==> src/rtl/vt52_pkg.sv <==
// Shared VT52 terminal definitions: screen geometry, fill byte, controller state encodings.
// Build option SCROLL_CONTROLLER_RESET_CLEAR_EN: reset blanks the whole character memory.
package vt52_pkg;

  localparam int ROWS = 16;
  localparam int COLS = 64;

  localparam logic [7:0] FILL_CHAR       = 8'h20;
  localparam logic [3:0] FIRST_ROW_RESET = 4'h0;

`ifdef SCROLL_CONTROLLER_RESET_CLEAR_EN
  localparam logic RESET_CLEAR = 1'b1;
`else
  localparam logic RESET_CLEAR = 1'b0;
`endif

  // One-hot, kept identical to the command handler's encoding
  typedef enum logic [3:0] {
    ST_IDLE   = 4'b0001,
    ST_SCROLL = 4'b0010,
    ST_ERASE  = 4'b0100,
    ST_CLEAR  = 4'b1000
  } state_t;

  function automatic logic [9:0] pack_addr(input logic [3:0] row, input logic [5:0] col);
    return {row, col};
  endfunction

endpackage

==> src/rtl/row_blanker.sv <==
// Column/address counter for blanking: one physical row (64 counts) or the full screen (1024 counts).
// Build option SCROLL_CONTROLLER_RESET_CLEAR_EN: counter comes out of reset in full-screen mode.
module row_blanker
  import vt52_pkg::*;
(
  input  logic       clk,
  input  logic       clr,
  input  logic       start,
  input  logic       full,
  input  logic [3:0] row,
  input  logic       step,
  output logic [9:0] address,
  output logic       done
);

  logic [9:0] cnt_r;
  logic [3:0] row_r;
  logic       full_r;

  // counter state: load on start, advance one count per issued write
  always_ff @(posedge clk) begin
    if (clr) begin
      cnt_r  <= 10'd0;
      row_r  <= 4'h0;
      full_r <= RESET_CLEAR;
    end else if (start) begin
      cnt_r  <= 10'd0;
      row_r  <= row;
      full_r <= full;
    end else if (step) begin
      cnt_r  <= cnt_r + 10'd1;
    end else begin
      cnt_r  <= cnt_r;
    end
  end

  // current address and last-count flag for the active mode
  always_comb begin
    address = pack_addr(row_r, cnt_r[5:0]);
    done    = (cnt_r[5:0] == 6'd63);
    if (full_r) begin
      address = cnt_r;
      done    = (cnt_r == 10'd1023);
    end else begin
      address = pack_addr(row_r, cnt_r[5:0]);
      done    = (cnt_r[5:0] == 6'd63);
    end
  end

endmodule

==> src/rtl/scroll_controller.sv <==
// Character-memory write port owner: forwards handler writes, scrolls one line and blanks the exposed row.
// Build option SCROLL_CONTROLLER_RESET_CLEAR_EN: reset enters CLEAR and blanks all 1024 cells.
module scroll_controller
  import vt52_pkg::*;
(
  input  logic       clk,
  input  logic       clr,
  input  logic       px_clk,
  input  logic [7:0] cmd_char,
  input  logic [9:0] cmd_address,
  input  logic       cmd_wen,
  input  logic       scroll_req,
  output logic       busy,
  output logic [7:0] new_char,
  output logic [9:0] new_char_address,
  output logic       new_char_wen,
  output logic [3:0] new_first_row,
  output logic       new_first_row_wen
);

  state_t     state_r, state_next;
  logic       pend_r, pend_d;
  logic       busy_d;
  logic [7:0] char_d;
  logic [9:0] addr_d;
  logic       wen_d;
  logic [3:0] first_row_d;
  logic       first_row_wen_d;
  logic       slot_s;
  logic       blank_start_s;
  logic       blank_step_s;
  logic [9:0] blank_addr_s;
  logic       blank_done_s;

  row_blanker u_blanker (
    .clk     (clk),
    .clr     (clr),
    .start   (blank_start_s),
    .full    (1'b0),
    .row     (new_first_row),
    .step    (blank_step_s),
    .address (blank_addr_s),
    .done    (blank_done_s)
  );

  // next state and next output values; strobes default low so px_clk=1 cycles clear them
  always_comb begin
    slot_s          = ~px_clk;
    state_next      = state_r;
    char_d          = new_char;
    addr_d          = new_char_address;
    wen_d           = 1'b0;
    first_row_d     = new_first_row;
    first_row_wen_d = 1'b0;
    blank_start_s   = 1'b0;
    blank_step_s    = 1'b0;

    case (state_r)
      ST_IDLE: begin
        // a pending scroll makes the block busy, so handler writes are refused
        if (pend_r) begin
          state_next = ST_SCROLL;
        end else if (slot_s && cmd_wen) begin
          char_d = cmd_char;
          addr_d = cmd_address;
          wen_d  = 1'b1;
        end else begin
          state_next = ST_IDLE;
        end
      end
      ST_SCROLL: begin
        if (slot_s) begin
          first_row_d     = new_first_row + 4'd1;
          first_row_wen_d = 1'b1;
          blank_start_s   = 1'b1;
          state_next      = ST_ERASE;
        end else begin
          state_next = ST_SCROLL;
        end
      end
      ST_ERASE: begin
        if (slot_s) begin
          char_d       = FILL_CHAR;
          addr_d       = blank_addr_s;
          wen_d        = 1'b1;
          blank_step_s = 1'b1;
          if (blank_done_s) begin
            state_next = pend_r ? ST_SCROLL : ST_IDLE;
          end else begin
            state_next = ST_ERASE;
          end
        end else begin
          state_next = ST_ERASE;
        end
      end
      ST_CLEAR: begin
        if (slot_s) begin
          char_d       = FILL_CHAR;
          addr_d       = blank_addr_s;
          wen_d        = 1'b1;
          blank_step_s = 1'b1;
          if (blank_done_s) begin
            state_next = ST_IDLE;
          end else begin
            state_next = ST_CLEAR;
          end
        end else begin
          state_next = ST_CLEAR;
        end
      end
      default: begin
        state_next = ST_IDLE;
      end
    endcase

    // entering SCROLL consumes the request; a request landing on that edge finds pend set and is dropped
    if ((state_next == ST_SCROLL) && (state_r != ST_SCROLL)) begin
      pend_d = 1'b0;
    end else begin
      pend_d = pend_r | scroll_req;
    end

    busy_d = (state_next != ST_IDLE) | pend_d;
  end

  // state, request flag and registered outputs
  always_ff @(posedge clk) begin
    if (clr) begin
      state_r           <= RESET_CLEAR ? ST_CLEAR : ST_IDLE;
      pend_r            <= 1'b0;
      busy              <= RESET_CLEAR;
      new_char          <= 8'h00;
      new_char_address  <= 10'h000;
      new_char_wen      <= 1'b0;
      new_first_row     <= FIRST_ROW_RESET;
      new_first_row_wen <= 1'b0;
    end else begin
      state_r           <= state_next;
      pend_r            <= pend_d;
      busy              <= busy_d;
      new_char          <= char_d;
      new_char_address  <= addr_d;
      new_char_wen      <= wen_d;
      new_first_row     <= first_row_d;
      new_first_row_wen <= first_row_wen_d;
    end
  end

endmodule

==> config.mk <==
export PLATFORM = sky130hd
export DESIGN_NAME = scroll_controller
export DESIGN_NICKNAME = d
export VERILOG_FILES = /design/src/rtl/vt52_pkg.sv /design/src/rtl/row_blanker.sv /design/src/rtl/scroll_controller.sv
export SDC_FILE = /design/constraint.sdc
export NUM_CORES = 1
export LEC_CHECK = 0
export ABC_CLOCK_PERIOD_IN_PS = 4510
export BUFFER_PORTS_ARGS = -buffer_cell sky130_fd_sc_hd__buf_2
export CORE_UTILIZATION = 45
export CTS_CLUSTER_SIZE = 28
export DETAILED_ROUTE_END_ITERATION = 8
export GPL_TIMING_DRIVEN = 0
export PLACE_DENSITY_LB_ADDON = 0.2
export SLEW_MARGIN = 25
export SYNTH_ARGS = -nofsm -noshare
export SYNTH_HDL_FRONTEND = slang
export SYNTH_HIERARCHICAL = 1
export SYNTH_SLANG_ARGS = --single-unit
==> constraint.sdc <==
create_clock -name clk -period 4.51 [get_ports clk]
set_input_delay 0 -clock clk [delete_from_list [all_inputs] [get_ports clk]]
set_output_delay 0 -clock clk [all_outputs]
set_load 0.02 [all_outputs]
==> metrics.md, run 1 <==
| Metric | Value |
|---|---|
| Initial Util | 48.4% |
| Synth Flop Type | dfxtp_1 |
| Post-synth EDFFs | 0 |
| Status | completed |
| Worst Hold Class | input port to flip-flop |
| Fillers | 377 |
| Total CTS buffers | 5 |
| Number of global-route vias before repair | 1,596 |
| Via-to-Cell Ratio | 5.35 |
| Antenna Nets Post-Route | 0 |
| Slowest-stage cell, CP | or4b_1 |
| PortBufs | 46 |
| Crit Path Category | flip-flop to flip-flop |
| Worst path bufs/invs | 4 |
| Sequential share of the synthesized area | 44.9% |
| Post-DP HPWL | 3100 um |
| Post-synth top cells | dfxtp_1 (45), nor2_1 (39), nor3_1 (15) |
| Mux contribution to synthesized area | 5.24% |
| Largest delay share family, worst path | buffers and inverters |
| Critical Path Most Common Cell | clkbuf_1 |
| Post-synthesis compound-gate area fraction | 14.8% |
| Vert. Die Dim | 68.8 um |
| NumNets Final | 322 |
| Clock slew at reported path FFs | 90 ps |
| CP arrival | 2620 ps |
| Worst-path cell chain | buf_6 -> or4b_1 -> buf_2 -> nor2_2 -> clkbuf_1 -> or2_2 -> clkbuf_1 -> nor2_1 |
| Hold Vio Cnt, Final | 0 |
| Mapped Area | 2010 um^2 |
| Die extent in x | 68.8 um |
| Max Freq | 409 MHz |
| RSZ-0062 raised after global routing | false |
| Fin Setup TNS | 0 ps |
| Largest family of logic cells by synthesized area | simple AND/OR/NAND/NOR gates |
| Max-slew violations | 0 |
| Initial antenna violation count | 0 |
| H-tree levels | 2 |
| Die Area | 4730 um^2 |
| Critical path launch point type | flip-flop |
| Max_slew headroom | 57.5% |
| Vias | 1,861 |
| P_leak | 1.12 nW |
| Post-CTS Setup Repair Bufs | 0 |
| CTS tree | yes |
| Reg2reg start | state_r[3]$_SDFF_PP0_ |
| First-pass GRT wire length | 7380 um |
| Fraction of the mapped netlist area in simple logic gates | 23.7% |
| Top cells by area, synth | dfxtp_1 (45%), nor2_1 (7.3%), nor3_1 (3.7%) |
| RR Endpoint | u_blanker/cnt_r[2]$_SDFFE_PP0P_ |
| Hold EP | new_char_address[4]$_SDFFE_PP0P_ |
| Synth Area in Adders | 1.25% |
| Synth unique cells | 48 |
| Maximum VDD drop | 0.165 mV |
| Power per standard cell area | 341 nW/um^2 |
| CTS max path bufs | 2 |
| Max_cap viols | 0 |
| # IOs | 48 |
| CTS sink cnt | 45 |
| Yosys warns | 6 |
| Diodes inserted | 0 |
| Worst-Margin Slew | 637 ps |
| Area Growth Syn to Fin | 30.4% |
| Worst EP required | 4690 ps |
| Hold Startpoint | cmd_address[4] |
| Drt initial violations | 65 |
| Crit. path cell count | 8 |
| DRC errors left | 0 |
| Routed wire length | 4800 um |
| Design area | 2620 um^2 |
| Fin crit period | 2440 ps |
| Layout cells sized above 1 | 27.2% |
| Ys async rst share | 0% |
| Final Setup Violations | 0 |
| Largest net degree at the start of global routing | 16 |
| FF-to-FF path depth | 8 |
| Area share of the largest cell type after synthesis | 44.9% |
| Final core occ | 63.2% |
| GRT overflow | 0 |
| Syn Area/Cell | 8.88 um^2 |
| Worst R2R Setup Slack | 2070 ps |
| DR WL/cell | 13.8 um |
| Root buf cell | clkbuf_8 |
| GPL Wtd Cong | 0.756 |
| Count leader, synth | dfxtp_1 |
| Synth Net Count | 251 |
| Period utilization | 54.1% |
| FF+latch count, synth | 45 |
| Crit Path Max Fanout | 10 |
| Post-Route Skew | 6.92 ps |
| Num rows | 23 |
| Drt pass-1 iters | 4 |
| Hold WS | 6.56 ps |
| Mapped Cells | 226 |
| All-Layer GR Usage | 21.7% |
| Clk_lat worst skew | 300 ps |
| Synth Area in XOR/XNOR | 3.05% |
| CP peak stage delay | 530 ps |
| Core footprint | 4140 um^2 |
| Worst Hold Depth | 3 |
| Post-synth top area cell | dfxtp_1 |
| Placed Instance Area | 2300 um^2 |
| CP endpoint kind | flip-flop |
==> cell type report <==
| class | count | area (um^2) | share of cell area, % |
|---|---|---|---|
| inverters | 5 | 18.8 | 0.717 |
| repair buffers | 64 | 410 | 15.7 |
| multi-input cells | 154 | 967 | 37.0 |
| plain buffers | 22 | 120 | 4.59 |
| well taps | 50 | 62.6 | 2.39 |
| clock buffers | 5 | 68.8 | 2.63 |
| flip-flops and latches | 45 | 901 | 34.4 |
| clock inverters | 3 | 68.8 | 2.63 |
==> flip-flops by register name, indices dropped and copies added, names as in the netlist <==
| signal | count |
|---|---|
| busy | 1 |
| pend_r | 1 |
| new_first_row | 4 |
| state_r | 4 |
| u_blanker/row_r | 4 |
| new_first_row_wen | 1 |
| new_char_address | 10 |
| u_blanker/full_r | 1 |
| new_char | 8 |
| u_blanker/cnt_r | 10 |
| new_char_wen | 1 |
==> through the flow <==
step / setup slack, ps / instances / power, mW
floorplan: 2420 / 226 / 0.487
CTS: 2050 / 348 / 0.901
finish: 2070 / 348 / 0.893
global placement: 2130 / 322 / 0.519
detailed placement: 2150 / 322 / 0.521
global route: 1890 / 348 / 0.928
==> worst max-delay path by stage <==
stage | startpoint | endpoint
floorplan | state_r[3]$_SDFF_PP0_ | u_blanker/cnt_r[0]$_SDFFE_PP0P_
global placement | state_r[3]$_SDFF_PP0_ | u_blanker/cnt_r[2]$_SDFFE_PP0P_
detailed placement | state_r[3]$_SDFF_PP0_ | u_blanker/cnt_r[1]$_SDFFE_PP0P_
CTS | state_r[3]$_SDFF_PP0_ | u_blanker/cnt_r[2]$_SDFFE_PP0P_
global route | state_r[1]$_SDFF_PP0_ | u_blanker/cnt_r[2]$_SDFFE_PP0P_
finish | state_r[3]$_SDFF_PP0_ | u_blanker/cnt_r[2]$_SDFFE_PP0P_
==> routing by layer <==
metal	global-route usage (%)	wire [um]	up-vias
met3	4.93	230	6
met1	28.0	2270	865
met4	7.65	65	0
met5	0	0	-
li1	-	-	937
met2	35.4	2230	53
==> placed cells by master, fill, tap and decap left out, types with 3 or more instances in the layout <==
cell type,netlist,routed
a21oi_1,7,7
a22oi_1,8,8
buf_2,6,52
buf_4,6,6
clkbuf_1,9,9
clkbuf_8,0,5
dfxtp_1,45,45
dlygate4sd3_1,0,18
inv_1,5,5
mux2_2,4,4
mux2i_1,6,6
nand2_1,6,6
nand3_1,6,6
nand4_1,3,3
nor2_1,39,39
nor2b_1,4,4
nor3_1,15,15
o21ai_0,5,5
o22ai_1,10,10
o31ai_1,4,4
or4_1,3,3
xnor2_1,5,5
==> worst reg2reg max path, stage by stage, from the launching register on <==
cell and delay (ps):
dfxtp_1 320, buf_6 130, or4b_1 530, buf_2 190, nor2_2 150, clkbuf_1 350, or2_2 180, clkbuf_1 370
nor2_1 100
==> power by group <==
part	switching, mW	internal, mW	total (mW)
clock network	0.146	0.223	0.369
registers	0.00734	0.412	0.419
logic	0.0590	0.0462	0.105
total	0.213	0.681	0.893
==> logic make-up (layout without fill, tap and decap cells) <==
family / count (synthesis) / in the layout
fa+ha+maj: 2 / 2
xor+xnor: 7 / 7
flops: 45 / 45
mux: 10 / 10
other cells: 1 / 1
buf+inv: 27 / 99
simple gates: 92 / 92
compound gates: 42 / 42
==> timing repair <==
item                                   in CTS  in global routing
endpoints found under the hold margin      22                  0
gates resized for setup                     0                  0
hold buffers                               18                  0
No activity file was read; power rests on OpenSTA's default activity.
==> run 2, diff against run 1 <==
Settings changed: ABC_AREA set to 1, ABC_CLOCK_PERIOD_IN_PS 4510 to 2100.
Clock period 4.51 ns to 2.1 ns, I/O delays scaled along.
==> run 2 against run 1 <==
  * First-iteration DRC count increased by 40%
  * Critical path type unchanged
  * Global-route usage decreased by 1.6 points
  * Largest power group unchanged
  * Sequential share of layout area decreased by 1.4 points
  * Core utilization decreased by 6.9 points
  * Critical path depth increased by 3
  * Total power increased by 96%
  * Routed wire length increased by 4.3%
==> metrics.md, run 2 <==
| Metric | Value |
|---|---|
| Status | completed |
| First-pass GRT wire length | 8290 um |
| Synth Net Count | 371 |
| Core footprint | 4850 um^2 |
| P_leak | 1.36 nW |
| CTS sink cnt | 45 |
| Slowest-stage cell, CP | dfxtp_1 |
| Worst Hold Class | input port to flip-flop |
| Via-to-Cell Ratio | 4.63 |
| Initial antenna violation count | 0 |
| CP peak stage delay | 360 ps |
| Count leader, synth | nand2_1 |
| CP endpoint kind | flip-flop |
| Worst EP required | 2290 ps |
| DRC errors left | 0 |
| CP arrival | 2040 ps |
| Design area | 2730 um^2 |
| Ys async rst share | 0% |
| Max-slew violations | 0 |
| Maximum VDD drop | 0.318 mV |
| Most frequent cells in the layout | nand2_1 (97), nor2_1 (51), buf_2 (50) |
| Placed Instance Area | 2630 um^2 |
| H-tree levels | 2 |
| Syn Area/Cell | 6.69 um^2 |
| NumNets Final | 426 |
| Antenna Nets Post-Route | 0 |
| Post-synth EDFFs | 0 |
| Max Freq | 540 MHz |
| Fin crit period | 1850 ps |
| Diodes inserted | 0 |
| # placed instances | 460 |
| Post-synth top area cell | dfxtp_1 |
| Area share of the largest cell type after synthesis | 38.9% |
| Worst-path cell chain | nor2_2 -> nand2_4 -> nand2_4 -> nand2_4 -> buf_4 -> inv_1 -> nand3_1 -> nor2_1 -> nand3_1 -> nand2_1 -> nor2_1 |
| Post-Route Skew | 8.52 ps |
| Fin Setup TNS | 0 ps |
| Routed wire length | 5000 um |
| Die Area | 5430 um^2 |
| Clock slew at reported path FFs | 90 ps |
| Critical path launch point type | flip-flop |
| Synth Flop Type | dfxtp_1 |
| Area Growth Syn to Fin | 17.8% |
| Number of global-route vias before repair | 1,872 |
| Total CTS buffers | 5 |
| Max_cap viols | 0 |
| Drt pass-1 iters | 4 |
| Post-synth top cells | nand2_1 (97), nor2_1 (51), dfxtp_1 (45) |
| Hold Startpoint | cmd_char[7] |
| Mapped Area | 2310 um^2 |
| Crit Path Category | flip-flop to flip-flop |
| RR Endpoint | u_blanker/cnt_r[9]$_SDFFE_PP0P_ |
| Worst R2R Setup Slack | 250 ps |
| All-Layer GR Usage | 20.1% |
| Period utilization | 88.1% |
| Hold WS | 16.3 ps |
| Power per standard cell area | 643 nW/um^2 |
| GRT overflow | 0 |
| CTS tree | yes |
| Largest net degree at the start of global routing | 14 |
| PortBufs | 47 |
| Top cells by area, synth | dfxtp_1 (39%), nand2_1 (16%), nand3_1 (9.1%) |
| Crit Path Max Fanout | 10 |
| Post-DP HPWL | 3660 um |
| Final Setup Violations | 0 |
| Root buf cell | clkbuf_8 |
| Critical Path Most Common Cell | nand2_4 |
| Drt initial violations | 91 |
| Worst Hold Depth | 5 |
| Reg2reg start | state_r[0]$_SDFF_PP1_ |
| CTS max path bufs | 2 |
| Largest registers | new_char_address x10, u_blanker/cnt_r x10, new_char x8 |
| Most common cell after layout, fill and taps aside | nand2_1 |
| Num rows | 25 |
| PostCTS Resize Cnt | 0 |
| Synth unique cells | 26 |
| Clk_lat worst skew | 300 ps |
| Vias | 2,172 |
| Mapped Cells | 346 |
| Post-route insts no fill | 469 |
| Hold Vio Cnt, Final | 0 |
| Vert. Die Dim | 73.7 um |
| Hold EP | new_char[7]$_SDFFE_PP0P_ |
| Final core occ | 56.2% |
| Layout cells sized above 1 | 23.1% |
| Die extent in x | 73.7 um |
| FF-to-FF path depth | 11 |
| FF+latch count, synth | 45 |
| Yosys warns | 6 |
| # IOs | 48 |
| RSZ-0062 raised after global routing | false |
| Initial Util | 47.7% |
| GPL Wtd Cong | 0.913 |
| Sequential share of the synthesized area | 38.9% |
| DR WL/cell | 10.7 um |
| Fillers | 481 |
[run 2: changes by cell type after synthesis, moves of 6 or more]
| cell | previous run | this run |
|---|---|---|
| nand2_1 | 6 | 97 |
| nand3_1 | 6 | 42 |
| inv_1 | 5 | 32 |
| a21oi_1 | 7 | 19 |
| nor2_1 | 39 | 51 |
| nor2_2 | 1 | 13 |
| nor3_1 | 15 | 3 |
| o22ai_1 | 10 | 0 |
| a22oi_1 | 8 | 0 |
| clkbuf_1 | 9 | 1 |
| mux2i_1 | 6 | 0 |
[run 2: how the worst max path moves through the flow]
stage                          startpoint                               to  slack, ps  depth (start not counted)
floorplan           state_r[0]$_SDFF_PP1_  u_blanker/cnt_r[9]$_SDFFE_PP0P_        520                         11
finish              state_r[0]$_SDFF_PP1_  u_blanker/cnt_r[9]$_SDFFE_PP0P_        250                         11
global placement    state_r[0]$_SDFF_PP1_  u_blanker/cnt_r[9]$_SDFFE_PP0P_        300                         11
CTS                 state_r[0]$_SDFF_PP1_  u_blanker/cnt_r[9]$_SDFFE_PP0P_        260                         11
detailed placement  state_r[0]$_SDFF_PP1_  u_blanker/cnt_r[9]$_SDFFE_PP0P_        280                         11
global route        state_r[3]$_SDFF_PP0_  u_blanker/cnt_r[5]$_SDFFE_PP0P_         70                         12
[run 2: kinds of logic (layout without fill, tap and decap cells)]
| logic type | Yosys count | after routing | synth area share [%] |
|---|---|---|---|
| and+or+nand+nor | 219 | 219 | 42.2 |
| adders and majority gates | 2 | 2 | 1.08 |
| xor gates and xnor gates | 1 | 1 | 0.378 |
| AOI/OAI and AO/OA | 27 | 27 | 6.11 |
| DFF | 45 | 45 | 38.9 |
| other | 1 | 1 | 0.162 |
| buffers and inverters | 51 | 107 | 11.2 |
[run 2: layer usage]
layer  up-vias  global-route usage (%)  wire length (um)
li1       1190                       -                 -
met1       930                    26.7              2520
met2        46                    30.5              2140
met3         6                    5.49               261
met4         0                    8.76                82
met5         -                       0                 0
[run 2: report_power, final]
group | total [mW] | internal, mW | switching, mW
Sequential | 0.923 | 0.898 | 0.0258
Combinational | 0.302 | 0.117 | 0.184
Clock | 0.527 | 0.231 | 0.296
[run 2: what timing repair did]
item | 4_1_cts | 5_1_grt
hold endpoints to repair | 5 | 0
hold buffers | 1 | 0
buffers inserted | 0 | 0
[run 2: worst max-delay path: cells and delay by family, from the launching register on]
kind          cells  cell delay [ps]
simple gates      9             1010
flops             1              360
buf+inv           2              370
[run 2: cell type report]
type / instances / area [um^2] / share of cell area [%]
tap: 67 / 83.8 / 3.07
sequential: 45 / 901 / 33.0
multi-input combinational: 250 / 1150 / 42.4
timing repair buffer: 48 / 245 / 8.99
clock buffer: 6 / 72.6 / 2.66
buffer: 17 / 131 / 4.82
inverter: 34 / 128 / 4.68
clock inverter: 2 / 10.0 / 0.367
[run 2: through the flow]
stage | worst slack (ps) | power [mW]
global route | 67.1 | 1.84
floorplan | 516 | 1.15
detailed placement | 276 | 1.25
global placement | 299 | 1.24
finish | 250 | 1.75
CTS | 255 | 1.77
==> run 3, diff against run 2 <==
Settings changed: RECOVER_POWER set to 25, SKIP_CTS_REPAIR_TIMING set to 1.
==> run 3 against run 2 <==
  * Non-clock buffer count is the same
  * Cell area shrank 0.78%
  * Clock-buffer cell count is the same
  * Cell count is the same
  * Largest power group unchanged
==> metrics.md, run 3 (synthesis results as in run 2) <==
| Metric | Value |
|---|---|
| Status | completed |
| Worst Hold Depth | 4 |
| GRT overflow | 0 |
| Worst Setup SP | state_r[0]$_SDFF_PP1_ |
| Crit Path Category | flip-flop to flip-flop |
| All-Layer GR Usage | 20.1% |
| Post-Route Skew | 7.88 ps |
| Drt initial violations | 87 |
| Largest net degree at the start of global routing | 14 |
| Initial antenna violation count | 0 |
| Total power | 1.75 mW |
| Antenna Nets Post-Route | 0 |
| Fin Setup TNS | 0 ps |
| PortBufs | 47 |
| Initial Util | 47.7% |
| First-pass GRT wire length | 8290 um |
| Worst-path cell chain | nor2_2 -> nand2_4 -> nand2_4 -> nand2_4 -> buf_4 -> inv_1 -> nand3_1 -> nor2_1 -> nand3_1 -> nand2_1 -> nor2_1 |
| Fillers | 495 |
| Die Area | 5430 um^2 |
| DR WL/cell | 10.7 um |
| Diodes inserted | 0 |
| Top Metal Used | met4 |
| GPL Wtd Cong | 0.913 |
| Worst EP required | 2290 ps |
| Critical path launch point type | flip-flop |
| CP endpoint kind | flip-flop |
| DRC errors left | 0 |
| Drt pass-1 iters | 4 |
| RR Endpoint | u_blanker/cnt_r[9]$_SDFFE_PP0P_ |
| Maximum VDD drop | 0.319 mV |
| Layout cells sized above 1 | 18.9% |
| Max Freq | 542 MHz |
| Worst path bufs/invs | 2 |
| Final Setup Violations | 0 |
| Crit. path cell count | 11 |
| Core footprint | 4850 um^2 |
| Fin crit period | 1850 ps |
| Routed wire length | 5030 um |
| Root buf cell | clkbuf_8 |
| Power per standard cell area | 645 nW/um^2 |
| Reg2reg start | state_r[0]$_SDFF_PP1_ |
| CP arrival | 2040 ps |
| Clock slew at reported path FFs | 90 ps |
| Post-DP HPWL | 3660 um |
| Largest registers | new_char_address x10, u_blanker/cnt_r x10, new_char x8 |
| Vert. Die Dim | 73.7 um |
| Crit Path Max Fanout | 10 |
| # IOs | 48 |
| Vias | 2,171 |
| CTS sink cnt | 45 |
| Num rows | 25 |
| Met3 WL | 272 um |
| Most frequent cells in the layout | nand2_1 (97), nor2_1 (51), dfxtp_1 (45) |
| Clk_lat worst skew | 300 ps |
| Slowest-stage cell, CP | dfxtp_1 |
| Met1 Routed Length | 2550 um |
| Routed met2 length | 2130 um |
| Die extent in x | 73.7 um |
| Area Growth Syn to Fin | 16.9% |
| Via-to-Cell Ratio | 4.63 |
| Worst R2R Setup Slack | 250 ps |
| FF-to-FF path depth | 11 |
| Critical Path Most Common Cell | nand2_4 |
| CTS tree | yes |
| Number of global-route vias before repair | 1,872 |
| CTS max path bufs | 2 |
| Worst Hold Class | input port to flip-flop |
| Max-slew violations | 0 |
| P_leak | 1.29 nW |
| Largest delay share family, worst path | simple AND/OR/NAND/NOR gates |
| CP peak stage delay | 360 ps |
| Period utilization | 87.9% |
| Crit path to | u_blanker/cnt_r[9]$_SDFFE_PP0P_ |
| Most common cell after layout, fill and taps aside | nand2_1 |
| Max_cap viols | 0 |
| Hold Vio Cnt, Final | 0 |
| H-tree levels | 2 |
| NumNets Final | 426 |
| RSZ-0062 raised after global routing | false |
| Total CTS buffers | 5 |
[run 3: changes by cell type in the layout (fill, tap and decap cells not counted)]
cell,before,now
clkbuf_1,2,19
buf_2,50,33
[run 3: per-layer routing]
metal	track usage, %	vias to the layer above
met5	0	-
met4	8.76	0
met3	5.49	6
met2	30.5	49
met1	26.7	927
li1	-	1189
[run 3: area by class of cell]
type | count | area (um^2) | area share [%]
buffer | 17 | 131 | 4.86
clock buffer | 6 | 72.6 | 2.68
clock inverter | 2 | 10.0 | 0.370
inverter | 34 | 128 | 4.72
multi-input combinational | 250 | 1150 | 42.7
sequential | 45 | 901 | 33.3
tap | 67 | 83.8 | 3.10
timing repair buffer | 48 | 224 | 8.28
[run 3: stage by stage]
stage / worst slack (ps) / cell area (um^2) / util [%] / std cells / hold WS (ps)
finish: 255 / 2710 / 55.8 / 469 / 15.0
global route: 67.1 / 2710 / 55.8 / 469 / 24.9
CTS: 255 / 2720 / 56.0 / 468 / -37.4
detailed placement: 276 / 2630 / 54.3 / 460 / 290
global placement: 299 / 2630 / 54.3 / 460 / 278
floorplan: 516 / 2310 / - / 346 / 69.1
[run 3: worst reg2reg max path, stage by stage (launching register included)]
cell and delay (ps):
dfxtp_1 360, nor2_2 220, nand2_4 140, nand2_4 100, nand2_4 60, buf_4 170, inv_1 190, nand3_1 140
nor2_1 150, nand3_1 90, nand2_1 70, nor2_1 40
[run 3: where the power goes]
group | internal [mW] | total, mW | switching, mW | leakage, nW
registers | 0.898 | 0.925 | 0.0273 | 0.366
clock network | 0.231 | 0.527 | 0.296 | 0.0450
logic | 0.109 | 0.293 | 0.184 | 0.884
[run 3: worst min path at each step]
| stage | from | slack, ps | end |
|---|---|---|---|
| 2_1_floorplan | clr | 70 | u_blanker/row_r[0]$_SDFFE_PP0P_ |
| 3_3_place_gp | clr | 280 | u_blanker/row_r[3]$_SDFFE_PP0P_ |
| 3_5_place_dp | clr | 290 | u_blanker/row_r[1]$_SDFFE_PP0P_ |
| 4_1_cts | clr | -40 | u_blanker/row_r[1]$_SDFFE_PP0P_ |
| 5_1_grt | cmd_char[7] | 20 | new_char[7]$_SDFFE_PP0P_ |
| 6_report | cmd_char[5] | 20 | new_char[5]$_SDFFE_PP0P_ |
